===== src/rtl/cpu_pc_pkg.sv =====
// Shared types and defaults for the vectored PC unit.
// Optional misalign trap: CPU_PC_ALIGN_TRAP_EN.
package cpu_pc_pkg;

  typedef enum logic [0:0] {
    RUN     = 1'b0,
    HANDLER = 1'b1
  } pc_state_e;

  localparam int          PC_INC         = 4;
  localparam logic [31:0] DEF_RESET_VEC  = 32'h0000_0000;
  localparam logic [31:0] DEF_VEC_BASE   = 32'h0000_0100;
  localparam int          DEF_VEC_STRIDE = 4;

  function automatic int idx_w(input int n);
    return (n > 1) ? $clog2(n) : 1;
  endfunction

endpackage


===== src/rtl/cpu_pc_vec_if.sv =====
// Decode/ALU <-> PC unit bundle.
// Master: decode side; slave: PC unit.
interface cpu_pc_vec_if
  import cpu_pc_pkg::*;
#(
  parameter int XLEN    = 32,
  parameter int NUM_IRQ = 4
);
  localparam int IRQ_W = idx_w(NUM_IRQ);

  logic               stall;
  logic [XLEN-1:0]    offset;
  logic               branch;
  logic               zero;
  logic               jal;
  logic               jalr;
  logic [XLEN-1:0]    result_from_alu;
  logic               mret;
  logic [NUM_IRQ-1:0] interrupt;
  logic [NUM_IRQ-1:0] irq_enable;
  logic [XLEN-1:0]    pc;
  logic [XLEN-1:0]    epc;
  logic [NUM_IRQ-1:0] interrupt_grant;
  logic               irq_active;
  logic [IRQ_W-1:0]   irq_id;

  modport master (
    output stall, offset, branch, zero,
    output jal, jalr, result_from_alu, mret,
    output interrupt, irq_enable,
    input  pc, epc, interrupt_grant,
    input  irq_active, irq_id
  );

  modport slave (
    input  stall, offset, branch, zero,
    input  jal, jalr, result_from_alu, mret,
    input  interrupt, irq_enable,
    output pc, epc, interrupt_grant,
    output irq_active, irq_id
  );

endinterface


===== src/rtl/cpu_pc_irq_prio.sv =====
// Lowest-index-wins priority encoder for
// pending interrupt requests.
module cpu_pc_irq_prio
  import cpu_pc_pkg::*;
#(
  parameter int NUM_IRQ = 4,
  parameter int IRQ_W   = idx_w(NUM_IRQ)
) (
  input  logic [NUM_IRQ-1:0] pending,
  output logic               valid,
  output logic [IRQ_W-1:0]   winner,
  output logic [NUM_IRQ-1:0] onehot
);

  always_comb begin
    winner = '0;
    for (int i = NUM_IRQ - 1; i >= 0; i--) begin
      if (pending[i]) winner = IRQ_W'(i);
    end
  end

  assign valid  = |pending;
  assign onehot = pending & (~pending + NUM_IRQ'(1));

endmodule


===== src/rtl/cpu_pc_vec.sv =====
// Program counter with vectored, prioritised interrupts.
// Optional misalign trap: CPU_PC_ALIGN_TRAP_EN.
module cpu_pc_vec
  import cpu_pc_pkg::*;
#(
  parameter int              XLEN       = 32,
  parameter int              NUM_IRQ    = 4,
  parameter logic [XLEN-1:0] RESET_VEC  = XLEN'(DEF_RESET_VEC),
  parameter logic [XLEN-1:0] VEC_BASE   = XLEN'(DEF_VEC_BASE),
  parameter int              VEC_STRIDE = DEF_VEC_STRIDE
) (
  input logic         clk,
  input logic         reset,
  cpu_pc_vec_if.slave bus
);

  localparam int IRQ_W = idx_w(NUM_IRQ);

  pc_state_e          state_q, state_d;
  logic [XLEN-1:0]    pc_q, pc_d;
  logic [XLEN-1:0]    epc_q, epc_d;
  logic [IRQ_W-1:0]   id_q, id_d;
  logic [NUM_IRQ-1:0] gnt_q, gnt_d;

  logic [NUM_IRQ-1:0] pend, win_oh;
  logic [IRQ_W-1:0]   win;
  logic               pend_v;
  logic [XLEN-1:0]    seq, br_tgt, jt;
  logic [XLEN-1:0]    vec_pc, trap_pc;
  logic               misalign;

  assign pend = bus.interrupt & bus.irq_enable;

  cpu_pc_irq_prio #(
    .NUM_IRQ (NUM_IRQ),
    .IRQ_W   (IRQ_W)
  ) u_prio (
    .pending (pend),
    .valid   (pend_v),
    .winner  (win),
    .onehot  (win_oh)
  );

  assign seq    = pc_q + XLEN'(PC_INC);
  assign br_tgt = pc_q + bus.offset;

  always_comb begin
    jt = seq;
    if (bus.jalr)
      jt = {bus.result_from_alu[XLEN-1:1], 1'b0};
    else if (bus.jal || (bus.branch && bus.zero))
      jt = br_tgt;
  end

  assign vec_pc  = VEC_BASE
                 + XLEN'(win) * XLEN'(VEC_STRIDE);
  assign trap_pc = VEC_BASE - XLEN'(VEC_STRIDE);

`ifdef CPU_PC_ALIGN_TRAP_EN
  logic redirect;
  assign redirect = bus.jalr | bus.jal
                  | (bus.branch & bus.zero);
  assign misalign = redirect & jt[1];
`else
  assign misalign = 1'b0;
`endif

  always_comb begin
    pc_d    = pc_q;
    epc_d   = epc_q;
    state_d = state_q;
    id_d    = id_q;
    gnt_d   = '0;
    if (!bus.stall) begin
      unique case (state_q)
        RUN: begin
          if (misalign) begin
            pc_d    = trap_pc;
            epc_d   = pc_q;
            state_d = HANDLER;
          end else if (pend_v) begin
            // epc keeps this cycle's redirect
            pc_d    = vec_pc;
            epc_d   = jt;
            id_d    = win;
            gnt_d   = win_oh;
            state_d = HANDLER;
          end else begin
            pc_d = jt;
          end
        end
        HANDLER: begin
          if (bus.mret) begin
            pc_d    = epc_q;
            state_d = RUN;
          end else if (misalign) begin
            pc_d  = trap_pc;
            epc_d = pc_q;
          end else begin
            pc_d = jt;
          end
        end
        default: state_d = RUN;
      endcase
    end
  end

  always_ff @(posedge clk or negedge reset) begin
    if (!reset) begin
      state_q <= RUN;
      pc_q    <= RESET_VEC;
      epc_q   <= '0;
      id_q    <= '0;
      gnt_q   <= '0;
    end else begin
      state_q <= state_d;
      pc_q    <= pc_d;
      epc_q   <= epc_d;
      id_q    <= id_d;
      gnt_q   <= gnt_d;
    end
  end

  assign bus.pc              = pc_q;
  assign bus.epc             = epc_q;
  assign bus.interrupt_grant = gnt_q;
  assign bus.irq_active      = (state_q == HANDLER);
  assign bus.irq_id          = id_q;

endmodule

===== src/flat_wrapper.sv =====
// flat-port wrapper written by rule: the top's interface ports become plain ports
module cpu_pc_vec_flat import cpu_pc_pkg::*;
#(
  parameter int              XLEN       = 32,
  parameter int              NUM_IRQ    = 4,
  parameter logic [XLEN-1:0] RESET_VEC  = XLEN'(DEF_RESET_VEC),
  parameter logic [XLEN-1:0] VEC_BASE   = XLEN'(DEF_VEC_BASE),
  parameter int              VEC_STRIDE = DEF_VEC_STRIDE
)
  (clk, reset, bus_stall, bus_offset, bus_branch, bus_zero, bus_jal, bus_jalr, bus_result_from_alu, bus_mret, bus_interrupt, bus_irq_enable, bus_pc, bus_epc, bus_interrupt_grant, bus_irq_active, bus_irq_id);
  cpu_pc_vec_if #(.XLEN(XLEN), .NUM_IRQ(NUM_IRQ)) bus_i ();
  input logic clk;
  input logic reset;
  input wire logic [$bits(bus_i.stall)-1:0] bus_stall;
  input wire logic [$bits(bus_i.offset)-1:0] bus_offset;
  input wire logic [$bits(bus_i.branch)-1:0] bus_branch;
  input wire logic [$bits(bus_i.zero)-1:0] bus_zero;
  input wire logic [$bits(bus_i.jal)-1:0] bus_jal;
  input wire logic [$bits(bus_i.jalr)-1:0] bus_jalr;
  input wire logic [$bits(bus_i.result_from_alu)-1:0] bus_result_from_alu;
  input wire logic [$bits(bus_i.mret)-1:0] bus_mret;
  input wire logic [$bits(bus_i.interrupt)-1:0] bus_interrupt;
  input wire logic [$bits(bus_i.irq_enable)-1:0] bus_irq_enable;
  output wire logic [$bits(bus_i.pc)-1:0] bus_pc;
  output wire logic [$bits(bus_i.epc)-1:0] bus_epc;
  output wire logic [$bits(bus_i.interrupt_grant)-1:0] bus_interrupt_grant;
  output wire logic [$bits(bus_i.irq_active)-1:0] bus_irq_active;
  output wire logic [$bits(bus_i.irq_id)-1:0] bus_irq_id;
  assign bus_i.stall = bus_stall;
  assign bus_i.offset = bus_offset;
  assign bus_i.branch = bus_branch;
  assign bus_i.zero = bus_zero;
  assign bus_i.jal = bus_jal;
  assign bus_i.jalr = bus_jalr;
  assign bus_i.result_from_alu = bus_result_from_alu;
  assign bus_i.mret = bus_mret;
  assign bus_i.interrupt = bus_interrupt;
  assign bus_i.irq_enable = bus_irq_enable;
  assign bus_pc = bus_i.pc;
  assign bus_epc = bus_i.epc;
  assign bus_interrupt_grant = bus_i.interrupt_grant;
  assign bus_irq_active = bus_i.irq_active;
  assign bus_irq_id = bus_i.irq_id;
  cpu_pc_vec #(.XLEN(XLEN), .NUM_IRQ(NUM_IRQ), .RESET_VEC(RESET_VEC), .VEC_BASE(VEC_BASE), .VEC_STRIDE(VEC_STRIDE)) u_core (.clk(clk), .reset(reset), .bus(bus_i));
endmodule

===== config.mk =====
export PLATFORM = sky130hd
export DESIGN_NAME = cpu_pc_vec_flat
export DESIGN_NICKNAME = d
export VERILOG_FILES = /design/src/rtl/cpu_pc_pkg.sv /design/src/rtl/cpu_pc_vec_if.sv /design/src/rtl/cpu_pc_irq_prio.sv /design/src/rtl/cpu_pc_vec.sv /design/src/flat_wrapper.sv
export SDC_FILE = /design/constraint.sdc
export NUM_CORES = 1
export LEC_CHECK = 0
export BUFFER_PORTS_ARGS = -buffer_cell sky130_fd_sc_hd__buf_2
export CORE_UTILIZATION = 59
export DETAILED_ROUTE_END_ITERATION = 10
export PLACE_DENSITY = 0.88
export SLEW_MARGIN = 40
export SYNTH_ARGS = -nofsm -noshare
export SYNTH_HDL_FRONTEND = slang
export SYNTH_HIERARCHICAL = 1
export SYNTH_SLANG_ARGS = --single-unit

===== constraint.sdc =====
create_clock -name clk -period 5.26 [get_ports clk]
set_clock_uncertainty 0.15 [all_clocks]
set_input_delay 1.052 -clock clk [delete_from_list [all_inputs] [get_ports clk]]
set_output_delay 1.052 -clock clk [all_outputs]
set_load 0.05 [all_outputs]

Word-level counts from Yosys, hierarchy flattened
Cells that the tools add are included.
- magnitude comparators: 0
- bitwise gates (word level): 5
- equality and inequality tests: 1
- add/subtract/negate cells: 4
- muxes and demuxes: 17
- reduce and logical (&&, ||, !) cells: 5
- multipliers: 0
- shifts and indexed selects: 0
- div/mod/pow operators: 0
- operators with widths (cell ; number):
    $mux W32 ; 6
    $pmux W32 S2 ; 1
    $add A32 B3 Y32 const B ; 1
    $add A32 B32 Y32 ; 1
    $mux W4 ; 3
    $add A9 B4 Y10 const A ; 1
    $and A4 B4 Y4 ; 2
    $mux W2 ; 4
    $reduce_and A3 Y1 ; 2
    $add A4 B1 Y4 const B ; 1
    $not A4 Y4 ; 1
    $reduce_or A4 Y1 ; 1
    $mux W1 ; 2
    $ne A2 B1 Y1 const B ; 1
    $not A1 Y1 ; 2
    $pmux W1 S2 ; 1
    $logic_and A1 B1 Y1 ; 1
    $logic_or A1 B1 Y1 ; 1
- output and inout bits: 71
- logic and storage cells: 37
- bits in read-only memories: 0
- input bits: 80
- memories kept: 0
- register bits: 71
- latch bits: 0
- memory bits (writable): 0

Longest topological paths before layout
- word-level depth: 8
- gate-level depth with buffers: 12
- mapped depth without buffers: 12

Cells and area by module
The synthesis kept the hierarchy.
- by module, submodules not included (module ; sequential area each (um2) ; times used ; cells an instance ; area an instance (um2)):
    cpu_pc_vec ; 1776.7 ; 1 ; 702 ; 5738.0
    cpu_pc_irq_prio ; 0.0 ; 1 ; 10 ; 58.8

Worst setup path before layout
Ideal clock, no wire load.
- path kind: input to register
- start point: in bus_offset[0]
- end point: reg u_core.pc_q[28] (netlist: u_core/bus.pc[28])
- required time: 5.042 ns
- stages on the path: 12
- buffers on the path: 0
- arrival time: 3.385 ns
- path slack: 1.657 ns
- path through: ha_1 inv_1 fa_1 nand2b_1 a21oi_1 o211ai_2 o2111ai_1 nand4_1 a32oi_1 nor4_1 or4_1 nand2_1
- cells in the longest elaborated chain, start to end: 5
- ends and longest elaborated chain (what ; line ; source):
    from (decl) ; flat_wrapper.sv:15 ; input wire logic [$bits(bus_i.offset)-1:0] bus_offset;
    $add A32 B32 Y32 * ; cpu_pc_vec.sv:45 ; assign br_tgt = pc_q + bus.offset;
    $mux W32 * ; cpu_pc_vec.sv:51 ; else if (bus.jal || (bus.branch && bus.zero))
    $mux W32 * ; cpu_pc_vec.sv:49 ; if (bus.jalr)
    $mux W32, on equally long branches ; cpu_pc_vec.sv:93, cpu_pc_vec.sv:81 ;
    $pmux W32 S2 * ; cpu_pc_vec.sv:75 ; unique case (state_q)
    to (signal assigned) ; cpu_pc_vec.sv:117 ; pc_q <= pc_d;
    to (decl) ; cpu_pc_vec.sv:20 ; logic [XLEN-1:0] pc_q, pc_d;
Every way passes the cells marked *; elsewhere a longest branch is shown, timed or not.
A chain may end at the register's enable or synchronous reset.

Worst setup path in the final report
Same ends and word-level chain as after synthesis.

==> key figures <==
Routing
  • Drt pass-1 iters: 5
  • Via Count: 6,306
  • Vias per cell: 6.461
  • Post-DRT Antenna Nets: 0
  • Total Wirelength: between 15 and 20 mm
  • DRC errors left: 0
  • Iteration-0 DRC Markers: between 400 and 500
  • WL per Instance: 19.70 µm

STA
  • Unrepaired setup endpoints after global routing: no
  • Achievable Freq: 0.2608 GHz
  • Setup Total Neg Slack: 0 ns
  • Final hold vios: 0
  • Rel. slew slack: 46.54%
  • Final setup violation count: 0
  • Slew @ Worst Pin: 0.8019 ns
  • Post-layout min period: ~3.8 ns
  • Final period utilization: roughly 73%
  • Max-slew violations: 0
  • Hold WS: 0.3449 ns

CTS
  • Hold Buf Count CTS: 0
  • H-Tree Depth: 3
  • PostCTS Resize Cnt: 0
  • Worst-Skew Late Latency: 0.37 ns
  • Root Driver: clkbuf_8
  • Total CTS buffers: 9
  • Postcts setup bufs: 0
  • Worst-path clk slew: 0.09 ns
  • Longest Clk Path Bufs: 2
  • TritonCTS clock tree: built
  • Clk sinks: 71

Synth
  • Mapped cell area: around 5800 µm²
  • Seq/Total Area, Yosys: 30.65%
  • Async S/R FF share, synth: between 90% and 100%
  • Most used DFF post-synth: dfrtp_1
  • Syn nets: 825
  • Mapped Cells: between 700 and 800
  • Synth Area per Inst: approximately 8.1 µm²
  • Cell variety after synth: 75
  • Yosys warnings: 6
  • Post-synth EDFFs: 0
  • Post-synthesis register bit count: 71

Finish
  • Share of cells above drive strength 1: 23.73%
  • Area delta synth->final: 17.89%
  • Final net count: 955
  • ANT cells: 0

Global route
  • Global-route wire length before repair: 30.51 mm
  • Gr usage total: 38.86%
  • Global route total overflow: 0
  • Largest net degree at the start of global routing: 40
  • Vias in the first global route: approximately 6,200
  • Initial antenna violation count: 0

Power
  • Worst VDD drop: 0.0003141 V
  • Cell Pwr Density: about 540 nW/µm²
  • Pleak: between 0.003 and 0.004 µW

Floorplan
  • Die H: 101.1 µm
  • Die Wd: about 100 µm
  • Core area: approximately 9400 µm²
  • Ports: 151
  • Site row count: 35
  • Initial Util: about three fifths
  • Die area: 10,230 µm²

Flow run
  • Max_cap viols: 0

Critical path
  • Crit-path slowest cell: or4_1
  • WP buf/inv: 2
  • CP Launch Type: input pin
  • CP delay by family, top: compound AO/OA/AOI/OAI gates
  • Critical Path Max Stage Delay: just over 0.5 ns
  • Crit. End Element: flop
  • Worst Path Arrival: 3.99 ns
  • Crit path required time: 5.42 ns
  • CP Max Fanout: 3
  • Cell Chain, Critical Path: buf_2 > ha_1 > inv_1 > fa_1 > nand2b_1 > a21oi_1 > o211ai_2 > o2111ai_1 > nand4_1 > a32oi_1 > nor4_1 > or4_1 > nand2_1
  • Kind of critical path: in -> reg

Outcome
  • Status: complete, no violations

Place
  • Port Buf Inserts: 149
  • Placed wire-length estimate: 13.41 mm
  • Gpl congestion: 0.9867

Hold path
  • Hold crit path type: reg -> reg
==> logic make-up (layout without fill, tap and decap cells) <==
kind of cell	count (synthesis)	after routing	synth area share, %
flip-flops	71	71	30.65
XOR/XNOR	53	53	8.008
buffers and inverters	56	191	3.928
multiplexers	6	6	1.058
AO/OA/AOI/OAI	244	244	28.47
AND/OR/NAND/NOR	249	249	20.63
adder cells (fa/ha/maj)	33	33	7.252
==> through the flow <==
step                setup slack (ns)  utilization, %  power [µW]  area, µm²  std cells
floorplan                      1.657               -        2635       5797        712
global placement               1.233           70.55        3116       6611        959
detailed placement             1.180           70.60        3178       6616        959
CTS                            1.528           72.76        3669       6819        975
global route                   1.316           72.92        3917       6834        976
finish                         1.425           72.92        3703       6834        976
==> worst register-to-register path, stage by stage, from the launching register on <==
cell	delay (ns)
dfrtp_1	0.42
ha_1	0.21
inv_1	0.07
fa_1	0.38
nand2b_1	0.19
a21oi_1	0.35
o211ai_2	0.17
o2111ai_1	0.30
nand4_1	0.17
a32oi_1	0.37
nor4_1	0.09
or4_1	0.51
nand2_1	0.07
==> placed cells by master (no fill, tap or decap), types with 21 or more instances in the layout <==
| cell type | synthesis | final |
|---|---|---|
| nor2_1 | 42 | 40 |
| nand3_1 | 22 | 22 |
| dfrtp_1 | 71 | 71 |
| ha_1 | 32 | 32 |
| o21ai_0 | 76 | 76 |
| xor2_1 | 25 | 25 |
| xnor2_1 | 28 | 28 |
| a32oi_1 | 21 | 21 |
| buf_2 | 4 | 148 |
| a21oi_1 | 48 | 46 |
| nand2_1 | 113 | 113 |
==> synth_stat cells, types with 3 or more instances <==
cell type	count	area share, %
o21bai_1	3	0.39
nor3b_1	3	0.39
o31ai_1	7	0.91
inv_1	15	0.97
xor2_1	25	3.8
a211oi_2	3	0.65
nor3_1	7	0.60
a211oi_1	10	1.3
nand2_1	113	7.3
buf_2	4	0.35
nand4_1	12	1.3
ha_1	32	6.9
o21ai_1	7	0.60
nor2_1	42	2.7
a32oi_1	21	3.2
xnor2_1	28	4.2
and3_1	7	0.76
clkbuf_1	29	1.9
a21oi_1	48	4.1
or3_1	3	0.32
a22o_1	4	0.60
a31oi_1	6	0.65
nand3_1	22	1.9
mux2i_1	5	0.86
a21o_1	14	1.8
nand2b_1	10	1.1
o21ai_0	76	6.6
nor2b_1	3	0.32
dfrtp_1	71	31
buf_1	4	0.26
and2_1	10	1.1
o211ai_1	9	1.2
==> sequential cells by signal, indices dropped and copies added (netlist names) <==
signal	flops
u_core/bus.pc	32
u_core/bus.irq_active	1
u_core/bus.interrupt_grant	4
u_core/bus.epc	32
u_core/bus.irq_id	2
==> worst paths after layout <==
path,start,to,slack (ns),cells past startpoint
worst max-delay path,bus_offset[0],u_core/bus.pc[28],1.43,13
worst min-delay path,u_core/bus.irq_id[0],u_core/bus.irq_id[0],0.34,2
worst max register to register,u_core/bus.pc[0],u_core/bus.pc[28],1.76,12
worst min register to register,u_core/bus.irq_id[0],u_core/bus.irq_id[0],0.34,2
max in group asynchronous,reset,u_core/bus.epc[22],3.58,2
min in group asynchronous,reset,u_core/bus.irq_id[0],0.48,1
==> final cells by class <==
class | instances | area [µm²]
clock buffers | 9 | 123.9
clock inverters | 7 | 78.83
fillers | 755 | 2537
inverters | 16 | 60.06
multi-input cells | 585 | 3810
flip-flops and latches | 71 | 1777
well taps | 129 | 161.4
repair buffers | 159 | 823.3
==> per-layer routing <==
layer	share of wire, %	track usage [%]	up-vias
li1	-	-	2876
met1	40	48.88	2991
met2	47	63.21	372
met3	9.3	7.906	67
met4	3.2	20.40	0
met5	0	0	-
==> power by group <==
group / internal [µW] / total [µW] / switching [µW]
clock: 224 / 475 / 251
combinational: 671 / 2250 / 1580
sequential: 738 / 977 / 240
total: 1630 / 3700 / 2070
(Power assumes the default switching activity.)
